--- config.mk ---
export PLATFORM = sky130hd
export DESIGN_NAME = rx_session_ctrl
export DESIGN_NICKNAME = d
export VERILOG_FILES = /design/src/rtl/rx_session_ctrl.sv
export SDC_FILE = /design/constraint.sdc
export NUM_CORES = 1
export LEC_CHECK = 0
export BUFFER_PORTS_ARGS = -buffer_cell sky130_fd_sc_hd__buf_2
export CAP_MARGIN = 20
export CORE_MARGIN = 4
export CORE_UTILIZATION = 55
export DETAILED_ROUTE_END_ITERATION = 10
export GPL_ROUTABILITY_DRIVEN = 1
export PLACE_DENSITY = 0.74
export SKIP_LAST_GASP = 1
export SYNTH_ARGS = -nofsm -noshare
export SYNTH_HDL_FRONTEND = slang
export SYNTH_SLANG_ARGS = --single-unit
--- constraint.sdc ---
create_clock -name clki -period 6.7 [get_ports clki]
set_clock_uncertainty 0.15 [all_clocks]
set_input_delay 1.005 -clock clki [delete_from_list [all_inputs] [get_ports clki]]
set_output_delay 1.005 -clock clki [all_outputs]
set_load 0.01 [all_outputs]
--- src/rtl/rx_session_ctrl.sv ---
// rx_session_ctrl
// Sequences one receive session of the wake-up/sync front end. A wake_up
// rising edge arms the block. It then waits a bounded window for the first
// comparator rising edge, and after that clocks a fixed-length data frame.
// After the frame it ignores all edges for a hold-off period.
//
// Ports
//   clki         system clock, everything on posedge
//   rst_n        asynchronous active-low reset
//   en           session enable; low forces IDLE on the next edge
//   wake_up      async wake-up detector output (synchronised here)
//   comp_out     async comparator output, sync edge + data (synchronised here)
//   wu_valid     high while ARMED
//   data_clk_enb high while RX
//   data_clk     bit clock: 0 for phase < DIV/2, 1 otherwise (RX only)
//   bit_stb      one-cycle pulse at phase == DIV/2 (data_clk rise)
//   rx_bit       synchronised comp_out captured on bit_stb, held between strobes
//   bit_idx      current bit index 0..NBITS-1
//   in_preamble  RX and bit_idx < PRE_BITS
//   done         one-cycle pulse when the last bit period completes
//   timeout      one-cycle pulse when the ARMED window expires
//   busy         state != IDLE
//   state_dbg    current FSM state (IDLE=0, ARMED=1, RX=2, HOLDOFF=3)
//
// All outputs are registered. They are written in the same always_ff as the
// state, using the next-cycle value, so they line up with the state register.

module rx_session_ctrl #(
  parameter int DIV      = 100,
  parameter int TIMEOUT  = 20000,
  parameter int NBITS    = 1000,
  parameter int PRE_BITS = 192,
  parameter int HOLDOFF  = 1000,
  parameter int IW       = 10
) (
  input  logic          clki,
  input  logic          rst_n,
  input  logic          en,
  input  logic          wake_up,
  input  logic          comp_out,
  output logic          wu_valid,
  output logic          data_clk_enb,
  output logic          data_clk,
  output logic          bit_stb,
  output logic          rx_bit,
  output logic [IW-1:0] bit_idx,
  output logic          in_preamble,
  output logic          done,
  output logic          timeout,
  output logic          busy,
  output logic [1:0]    state_dbg
);

  localparam int TW = (TIMEOUT > 1) ? $clog2(TIMEOUT) : 1;
  localparam int PW = (DIV > 1) ? $clog2(DIV) : 1;
  localparam int HW = (HOLDOFF > 1) ? $clog2(HOLDOFF) : 1;

  localparam logic [TW-1:0] T_LAST = TW'(TIMEOUT - 1);
  localparam logic [PW-1:0] P_LAST = PW'(DIV - 1);
  localparam logic [PW-1:0] P_HALF = PW'(DIV / 2);
  localparam logic [HW-1:0] H_LAST = HW'((HOLDOFF > 0) ? HOLDOFF - 1 : 0);
  localparam logic [IW-1:0] B_LAST = IW'(NBITS - 1);
  localparam logic [IW:0]   PRE_W  = (IW+1)'(PRE_BITS);

  typedef enum logic [1:0] {S_IDLE, S_ARMED, S_RX, S_HOLD} state_t;

  state_t        state;
  logic [2:0]    sw;
  logic [2:0]    sc;
  logic          wake_rise;
  logic          comp_rise;
  logic [TW-1:0] timer;
  logic [PW-1:0] phase;
  logic [HW-1:0] hold_cnt;
  logic [PW-1:0] phase_nx;
  logic [IW:0]   idx_nx;

  assign state_dbg = state;
  assign phase_nx  = phase + PW'(1);
  assign idx_nx    = {1'b0, bit_idx} + (IW+1)'(1);

  // 3-FF synchronisers. The rise flags are registered, so a pin first
  // sampled high at edge N is acted on by the FSM at edge N+3.
  always_ff @(posedge clki or negedge rst_n) begin
    if (!rst_n) begin
      sw        <= '0;
      sc        <= '0;
      wake_rise <= 1'b0;
      comp_rise <= 1'b0;
    end else begin
      sw        <= {sw[1:0], wake_up};
      sc        <= {sc[1:0], comp_out};
      wake_rise <= (sw[2:1] == 2'b01);
      comp_rise <= (sc[2:1] == 2'b01);
    end
  end

  always_ff @(posedge clki or negedge rst_n) begin
    if (!rst_n) begin
      state        <= S_IDLE;
      timer        <= '0;
      phase        <= '0;
      hold_cnt     <= '0;
      bit_idx      <= '0;
      wu_valid     <= 1'b0;
      data_clk_enb <= 1'b0;
      data_clk     <= 1'b0;
      bit_stb      <= 1'b0;
      rx_bit       <= 1'b0;
      in_preamble  <= 1'b0;
      done         <= 1'b0;
      timeout      <= 1'b0;
      busy         <= 1'b0;
    end else begin
      done    <= 1'b0;
      timeout <= 1'b0;
      bit_stb <= 1'b0;
      if (!en) begin
        // Abort from any state: no done/timeout pulse, counters cleared.
        state        <= S_IDLE;
        timer        <= '0;
        phase        <= '0;
        hold_cnt     <= '0;
        bit_idx      <= '0;
        wu_valid     <= 1'b0;
        data_clk_enb <= 1'b0;
        data_clk     <= 1'b0;
        in_preamble  <= 1'b0;
        busy         <= 1'b0;
      end else begin
        case (state)
          S_IDLE: begin
            if (wake_rise) begin
              state    <= S_ARMED;
              timer    <= '0;
              wu_valid <= 1'b1;
              busy     <= 1'b1;
            end
          end
          S_ARMED: begin
            // A comparator edge in the terminal cycle takes priority over expiry.
            if (comp_rise) begin
              state        <= S_RX;
              timer        <= '0;
              wu_valid     <= 1'b0;
              data_clk_enb <= 1'b1;
              data_clk     <= 1'b0;
              phase        <= '0;
              bit_idx      <= '0;
              in_preamble  <= (PRE_BITS > 0);
            end else if (timer == T_LAST) begin
              state    <= S_IDLE;
              timer    <= '0;
              wu_valid <= 1'b0;
              busy     <= 1'b0;
              timeout  <= 1'b1;
            end else begin
              timer <= timer + TW'(1);
            end
          end
          S_RX: begin
            if (phase == P_LAST) begin
              phase    <= '0;
              data_clk <= 1'b0;
              if (bit_idx == B_LAST) begin
                done         <= 1'b1;
                bit_idx      <= '0;
                data_clk_enb <= 1'b0;
                in_preamble  <= 1'b0;
                if (HOLDOFF == 0) begin
                  state <= S_IDLE;
                  busy  <= 1'b0;
                end else begin
                  state    <= S_HOLD;
                  hold_cnt <= '0;
                end
              end else begin
                bit_idx     <= bit_idx + IW'(1);
                in_preamble <= (idx_nx < PRE_W);
              end
            end else begin
              phase    <= phase_nx;
              data_clk <= (phase_nx >= P_HALF);
              if (phase_nx == P_HALF) begin
                bit_stb <= 1'b1;
                rx_bit  <= sc[2];
              end
            end
          end
          S_HOLD: begin
            if (hold_cnt == H_LAST) begin
              state    <= S_IDLE;
              hold_cnt <= '0;
              busy     <= 1'b0;
            end else begin
              hold_cnt <= hold_cnt + HW'(1);
            end
          end
          default: begin
            state <= S_IDLE;
            busy  <= 1'b0;
          end
        endcase
      end
    end
  end

endmodule

### Yosys cells after proc, flatten, opt, wreduce, memory -nomap -nowiden

Index checks and enable logic that the tools add are counted.

| storage, ports and cells | value |
|---|---|
| logic and storage cells | 119 |
| register bits | 61 |

| operators by class | value |
|---|---|
| bitwise operators | 1 |
| equal/unequal tests | 22 |
| $add $sub $neg | 5 |
| reductions and logical operators | 10 |
| mux-type cells | 61 |
| order comparisons | 2 |

Operator list:

| operator | number |
|---|---|
| $mux W10 | 8 |
| $mux W15 | 4 |
| $pmux W10 S2 | 2 |
| $pmux W15 S2 | 1 |
| $mux W1 | 29 |
| $mux W7 | 3 |
| $ne A3 B3 Y1 const B | 7 |
| $add A10 B1 Y10 const B | 2 |
| $eq A10 B10 Y1 const B | 2 |
| $add A15 B1 Y15 const B | 1 |
| $eq A15 B15 Y1 const B | 1 |
| $mux W2 | 7 |
| $pmux W7 S2 | 1 |
| $add A10 B1 Y11 const B | 1 |
| $lt A11 B8 Y1 const B | 1 |
| $reduce_and A5 Y1 | 2 |
| $ne A3 B1 Y1 const B | 3 |
| $reduce_and A3 Y1 | 3 |
| $pmux W1 S2 | 4 |
| $pmux W2 S4 | 1 |
| $reduce_and A4 Y1 | 2 |
| $add A7 B1 Y7 const B | 1 |
| $eq A7 B6 Y1 const B | 1 |
| $eq A7 B7 Y1 const B | 1 |
| other kinds (9) | 13 |

### Logic depth before layout (Yosys ltp)

Gate-level depths: netlist (run 1).

| depth | value |
|---|---|
| word-level depth | 6 |
| depth in mapped cells | 7 |

### Least setup slack after synthesis (run 1)

OpenSTA, ideal clock, no wires.

| timing | value |
|---|---|
| kind | input-to-reg |
| start point | in en |
| end point | reg bit_idx[6] |
| cell stages on the path | 6 |
| required time | 6485 ps |
| setup time | 65 ps |
| buffers on the path | 1 |
| slack | 4238 ps |
| data arrival time | 2247 ps |
| cell sequence | nand3b_1 > or3_1 > or2_1 > clkbuf_1 > nor4_1 > a211o_1 |

| between the ends | value |
|---|---|
| word-level cells in the longest chain between the ends | 2 |
| elaborated cells between the ends (all ways) | 5 |
| those cells by class | eq/ne (3); mux (1); reduce/logical (1) |

Ends and longest elaborated chain:

| element | line | RTL |
|---|---|---|
| start, declared | 38 | `input logic en,` |
| $ne A3 B1 Y1 (no source line) or $ne A3 B3 Y1 (tied branches) | - |  |
| $reduce_and A3 Y1 (no source line) | - |  |
| end signal, assigned | 178 | `bit_idx <= bit_idx + IW'(1);` |
| end, declared | 46 | `output logic [IW-1:0] bit_idx,` |

Several ways; a longest one is shown, not always the timed one.
A chain may end at the register's enable or synchronous reset.

### Worst setup path after layout (run 1)

| timing | value |
|---|---|
| start point | in en |
| end point | reg rx_bit |

| between the ends | value |
|---|---|
| word-level cells in the longest chain between the ends | 1 |

Ends and longest elaborated chain:

| element | line | RTL |
|---|---|---|
| $reduce_and A4 Y1 (no source line) | - |  |
| end signal, assigned | 186 | `rx_bit <= sc[2];` |
| end, declared | 45 | `output logic rx_bit,` |

No other way between the ends.

==> impl_metrics.yaml, run 1 <==
cts:
  cts.path.max_buffers: 2
  cts_hold_repair.buffers: 0
  clk_pin_slew_worst_paths_ps: 70
  cts_made_buffers: 9
  number_of_buffers_inserted_to_repair_setup_after_cts: 0
  cts_tree: "built"
  post_cts_resize_count: 0
  htreeDepth: 3
  cts_sinks: 61
  worstSkewPairLatency_ps: 340
  cts_root_buf: "clkbuf_8"
pwr:
  p_per_area_nw_per_um2: 216
  total_leakage_power_uw: 0.00153
  peakVddDrop_mv: 0.139
yosys:
  post_synth_num_cell_types: 61
  synth.area.top_cells: "dfrtp_1 49%, o21ai_0 4.2%, nand2_1 3.6%, nor2_1 3.5%, nand3_1 3.4%"
  syn-mean-instance-area_um2: 9.71
  synth_enable_flop_cells: 0
  post-synth-top-area-cell: "dfrtp_1"
  synth_top_area_frac: 0.491
  syn-cell-area_um2: 3110
  synth-seq-cells: 61
  dominantRegCellSynth: "dfrtp_1"
  synth_seq_area_share: 0.491
  synth.net_count: 330
  asyncSetResetFlopFracSynth: 1.00
  post_synth_inst_count: 320
  synthesis.yosys.warnings: 0
final_layout:
  design.final.nets: 360
  fin_util: 0.632
  fin_cells: 427
  multi_input_area_um2: 1510
  drive_above_1_share: 0.141
  area_delta_synth_final_pct: 12.0
  sequential_cell_area_um2: 1530
  final.fill_count: 453
  antennaDiodeCount: 0
detailed_routing:
  via_count: 2459
  first_iter_violations: 156
  wl_per_cell_um: 14.7
  route.final.wire_length_mm: 6.29
  antenna_left: 0
  detail_route.drc_violations: 0
  first_pass_iters: 4
  viasPerCell: 5.76
worst_setup_path:
  startpoint_type: "primary input"
  critPathKind: "primary input to flop"
  critPathRequiredTime_ps: 6780
  worstPathMaxFanout: 15
  reg2reg_setup_slack_ps: 4270
  crit_path_end_kind: "flop"
  timing.critical_path.arrival_ps: 2720
sta:
  setup_repair_after_global_routing_missed_its_margin: "no"
  fin_tns_setup_ps: 0
  max_clock_freq_ghz: 0.378
  post-route-period-util: 0.395
  setup_failing_eps_final: 0
  final-max-slew-violation-count: 0
  worst_slew_pin_slew_ps: 732
  relSlewSlack: 0.507
  final.setup.worst_slack_ps: 4050
  report.final.hold_viol_count: 0
  min_period_ps: 2650
grt:
  global_route.overflow_total: 0
  antenna_found_initial: 0
  grt_use_total: 0.198
  grtUsageMet1: 0.267
  global_route.peak_usage_layer: "met2"
  grt_max_degree: 62
  number_of_global_route_vias_before_repair: 2441
  global_route.usage.met3: 0.0347
  met2_usage: 0.310
  grt_first_pass_wirelength_mm: 11.2
placed_design:
  numPlacedInstances: 411
  dp.final_hpwl_mm: 4.27
  gp_routability_congestion: 0.861
  place.port_buffers: 25
  detailedPlace.worstSlack_ps: 3730
run_status:
  status: "finished, final reports clean"
die:
  number_of_placement_rows: 27
  start_util: 0.564
  horizontal_die_dimension_um: 83.2
  core_um2: 5510
  die_h_um: 83.2
  die_area_um2: 6910
  io_pins: 26
job:
  cap_violations: 0
min_path:
  min_path_type: "flop to flop"
-- cells in the mapped netlist (all sizes together) (3+ instances only) --
cell type / instances
xnor2: 6
clkbuf: 4
o31ai: 4
nor3: 4
buf: 3
xor2: 12
a31oi: 3
a21o: 4
nand3b: 4
dfrtp: 61
nand2b: 4
nand2: 30
nand4: 5
nand3: 21
o22ai: 4
or3: 8
ha: 5
nor2: 29
a21oi: 13
o21ai: 29
a22o: 3
and3: 9
nor2b: 8
and2: 4
inv: 8
nor4: 3
-- kinds of logic (layout without fill, tap and decap cells) --
group           count (synthesis)  count (layout)  synth area share
compound gates                 76              76             0.159
xor+xnor                       18              18            0.0507
fa+ha+maj                       5               5            0.0201
buf+inv                        15              50            0.0230
flops                          61              61             0.491
mux                             2               2           0.00685
simple gates                  143             143             0.248
-- power breakdown --
| part | internal, µW | leakage (µW) | switching [µW] |
|---|---|---|---|
| registers | 376 | 0.000832 | 9.52 |
| logic | 16.9 | 0.000603 | 32.1 |
| clock network | 171 | 0.0000923 | 148 |
| total | 564 | 0.00153 | 189 |
-- cell usage in the layout (no fill, tap or decap), drive strengths merged, types with 3 or more instances in the layout --
cell / instances
ha: 5
a21oi: 13
a22o: 3
nand4: 5
nand3b: 4
nand3: 21
a21o: 4
dfrtp: 61
nor4: 3
a31oi: 3
buf: 26
xor2: 12
and2: 4
xnor2: 6
nor2: 29
nor2b: 8
o31ai: 4
clkinv: 3
nand2b: 4
nand2: 30
inv: 8
and3: 9
nor3: 4
or3: 8
o22ai: 4
clkbuf: 10
o21ai: 29
-- worst max-delay path, stage by stage --
cell      delay (ps)
buf_2            210
nand3b_1         210
a21o_1           360
a211oi_1         340
and4_1           260
mux2_2           330
-- stage by stage --
stage | area, µm² | total power [µW] | hold WS [ps]
3_5_place_dp | 3290 | 442 | 187
4_1_cts | 3480 | 759 | 203
2_1_floorplan | 3110 | 421 | 181
5_1_grt | 3480 | 783 | 212
3_3_place_gp | 3290 | 441 | 185
6_report | 3480 | 753 | 201
-- state kept, by name (all words and copies together) (netlist names) --
| name | flops |
|---|---|
| bit_idx | 10 |
| bit_stb | 1 |
| busy | 1 |
| comp_rise | 1 |
| data_clk | 1 |
| data_clk_enb | 1 |
| done | 1 |
| hold_cnt | 10 |
| in_preamble | 1 |
| phase | 7 |
| rx_bit | 1 |
| sc | 3 |
| state_dbg | 2 |
| sw | 3 |
| timeout | 1 |
| timer | 15 |
| wake_rise | 1 |
| wu_valid | 1 |
-- worst paths after layout --
path | endpoint | from | depth (start not counted)
worst max-delay path | rx_bit$_DFFE_PN0P_ | en | 6
worst min-delay path | sc[1]$_DFF_PN0_ | sc[0]$_DFF_PN0_ | 0
worst max register to register | rx_bit$_DFFE_PN0P_ | state_dbg[0]$_DFFE_PN0P_ | 5
worst min register to register | sc[1]$_DFF_PN0_ | sc[0]$_DFF_PN0_ | 0
max in group asynchronous | bit_idx[2]$_DFFE_PN0P_ | rst_n | 2
min in group asynchronous | hold_cnt[4]$_DFFE_PN0P_ | rst_n | 2
-- final cells by class --
class	instances	share of cell area
Clock inverter	6	0.0183
Inverter	8	0.00863
Timing Repair Buffer	26	0.0381
Multi-Input combinational cell	244	0.434
Sequential cell	61	0.439
Tap cell	72	0.0259
Clock buffer	10	0.0367
-- metal layers --
metal | wire length [µm] | vias up
met5 | 0 | -
met4 | 110 | 0
met3 | 213 | 12
met2 | 2950 | 42
met1 | 3020 | 1181
li1 | - | 1224
Power figures use the tool's default switching activity.
==> inputs of run 2 (changes only) <==
==> constraint.sdc (replaced) <==
create_clock -name clki -period 2.8 [get_ports clki]
set_clock_uncertainty 0.15 [all_clocks]
set_input_delay 0.42 -clock clki [delete_from_list [all_inputs] [get_ports clki]]
set_output_delay 0.42 -clock clki [all_outputs]
set_load 0.01 [all_outputs]
==> run 2 against run 1 <==
Effect of this change: count of clock-buffer cells in the layout did not move; sequential power rose by 140%; die area did not move.
==> impl_metrics.yaml, run 2 (synthesis gave the netlist of run 1 again) <==
worst_setup_path:
  critPathKind: "flop to flop"
  crit_path_end_kind: "flop"
  worstPathMaxFanout: 7
  cp_num_buf_inv: 0
  critPathRequiredTime_ps: 2880
  startpoint_type: "flop"
  timing.critical_path.arrival_ps: 2380
  cp_cell_sequence: "ha_1, nor2b_1, a21o_1, a211oi_1, and4_1, mux2_2"
  critical-path-top-delay-family: "compound AO/OA/AOI/OAI gates"
  critPathMaxStageDelay_ps: 440
  crit_path_top_delay_cell: "dfrtp_1"
final_layout:
  antennaDiodeCount: 0
  largest-register: "timer"
  largest_reg_flops: 15
  biggestRegsByFlops: "timer (15), bit_idx (10), hold_cnt (10)"
  multi_input_area_um2: 1510
  fin_cells: 433
  sequential_cell_area_um2: 1530
  drive_above_1_share: 0.152
  area_delta_synth_final_pct: 13.5
  fin_util: 0.641
  most-common-layout-cells: "61 x dfrtp_1, 30 x nand2_1, 29 x nor2_1"
  most_frequent_standard_cell_in_the_layout_excluding_fill_and_tap_cells: "dfrtp_1"
  design.final.nets: 366
  final.fill_count: 468
cts:
  cts_root_buf: "clkbuf_8"
  post_cts_resize_count: 0
  clk_pin_slew_worst_paths_ps: 70
  worstSkewPairLatency_ps: 350
  cts_tree: "built"
  number_of_buffers_inserted_to_repair_setup_after_cts: 0
  htreeDepth: 3
  cts.path.max_buffers: 2
  cts_made_buffers: 9
  cts_sinks: 61
sta:
  final-max-slew-violation-count: 0
  worst_slew_pin_slew_ps: 632
  setup_failing_eps_final: 0
  max_clock_freq_ghz: 0.434
  setup_repair_after_global_routing_missed_its_margin: "no"
  report.final.hold_viol_count: 0
  min_period_ps: 2300
  fin_worst_hold_slack_ps: 24.9
  relSlewSlack: 0.576
  fin_tns_setup_ps: 0
  post-route-period-util: 0.822
detailed_routing:
  viasPerCell: 5.76
  route.final.wire_length_mm: 6.41
  first_iter_violations: 150
  via_count: 2492
  detail_route.drc_violations: 0
  first_pass_iters: 4
  antenna_left: 0
  wl_per_cell_um: 14.8
min_path:
  min_path_type: "primary input to flop"
placed_design:
  dp.final_hpwl_mm: 4.59
  numPlacedInstances: 416
  place.port_buffers: 25
  gp_routability_congestion: 0.875
grt:
  grt_use_total: 0.200
  global_route.overflow_total: 0
  number_of_global_route_vias_before_repair: 2387
  grt_max_degree: 23
  grt_first_pass_wirelength_mm: 11.3
  antenna_found_initial: 0
pwr:
  total_leakage_power_uw: 0.00156
  peakVddDrop_mv: 0.339
  p_per_area_nw_per_um2: 510
die:
  horizontal_die_dimension_um: 83.2
  number_of_placement_rows: 27
  start_util: 0.564
  die_h_um: 83.2
  core_um2: 5510
  die_area_um2: 6910
  io_pins: 26
job:
  cap_violations: 0
run_status:
  status: "finished, final reports clean"
run 2: repair_timing:
action                     in CTS  in global routing
setup endpoints to repair       0                  0
hold buffers                    1                  0
hold endpoints to repair       18                  0
run 2: path summary, 6_finish.rpt:
kind / endpoint / startpoint / slack, ps / depth (start not counted)
setup reg to reg: rx_bit$_DFFE_PN0P_ / phase[0]$_DFFE_PN0P_ / 500 / 6
hold / removal: sw[0]$_DFF_PN0_ / wake_up / 20 / 1
setup / recovery: rx_bit$_DFFE_PN0P_ / phase[0]$_DFFE_PN0P_ / 500 / 6
hold reg to reg: sw[1]$_DFF_PN0_ / sw[0]$_DFF_PN0_ / 200 / 0
min in group asynchronous: hold_cnt[9]$_DFFE_PN0P_ / rst_n / 410 / 2
max in group asynchronous: hold_cnt[0]$_DFFE_PN0P_ / rst_n / 1430 / 3
run 2: final cells by class:
class	instances	area share
Clock buffer	10	0.0362
Sequential cell	61	0.433
Timing Repair Buffer	32	0.0511
Tap cell	72	0.0255
Clock inverter	6	0.0181
Multi-Input combinational cell	244	0.428
Inverter	8	0.00851
run 2: metrics by stage:
stage	cell area [µm²]	worst slack, ps	total power (µW)
2_1_floorplan	3110	683	1010
3_3_place_gp	3330	589	1060
3_5_place_dp	3330	522	1060
4_1_cts	3530	523	1820
5_1_grt	3530	389	1890
6_report	3530	498	1800
run 2: per-layer routing:
metal | share of wire | vias to the layer above | GRT usage
met5 | 0 | - | 0
met3 | 0.043 | 9 | 0.0595
met1 | 0.47 | 1198 | 0.269
li1 | - | 1235 | -
met4 | 0.013 | 0 | 0.0684
met2 | 0.48 | 50 | 0.310
run 2: power by group:
| part | switching (µW) | internal (µW) | total [µW] |
|---|---|---|---|
| clock network | 344 | 409 | 752 |
| logic | 84.7 | 45.7 | 130 |
| registers | 16.7 | 900 | 917 |
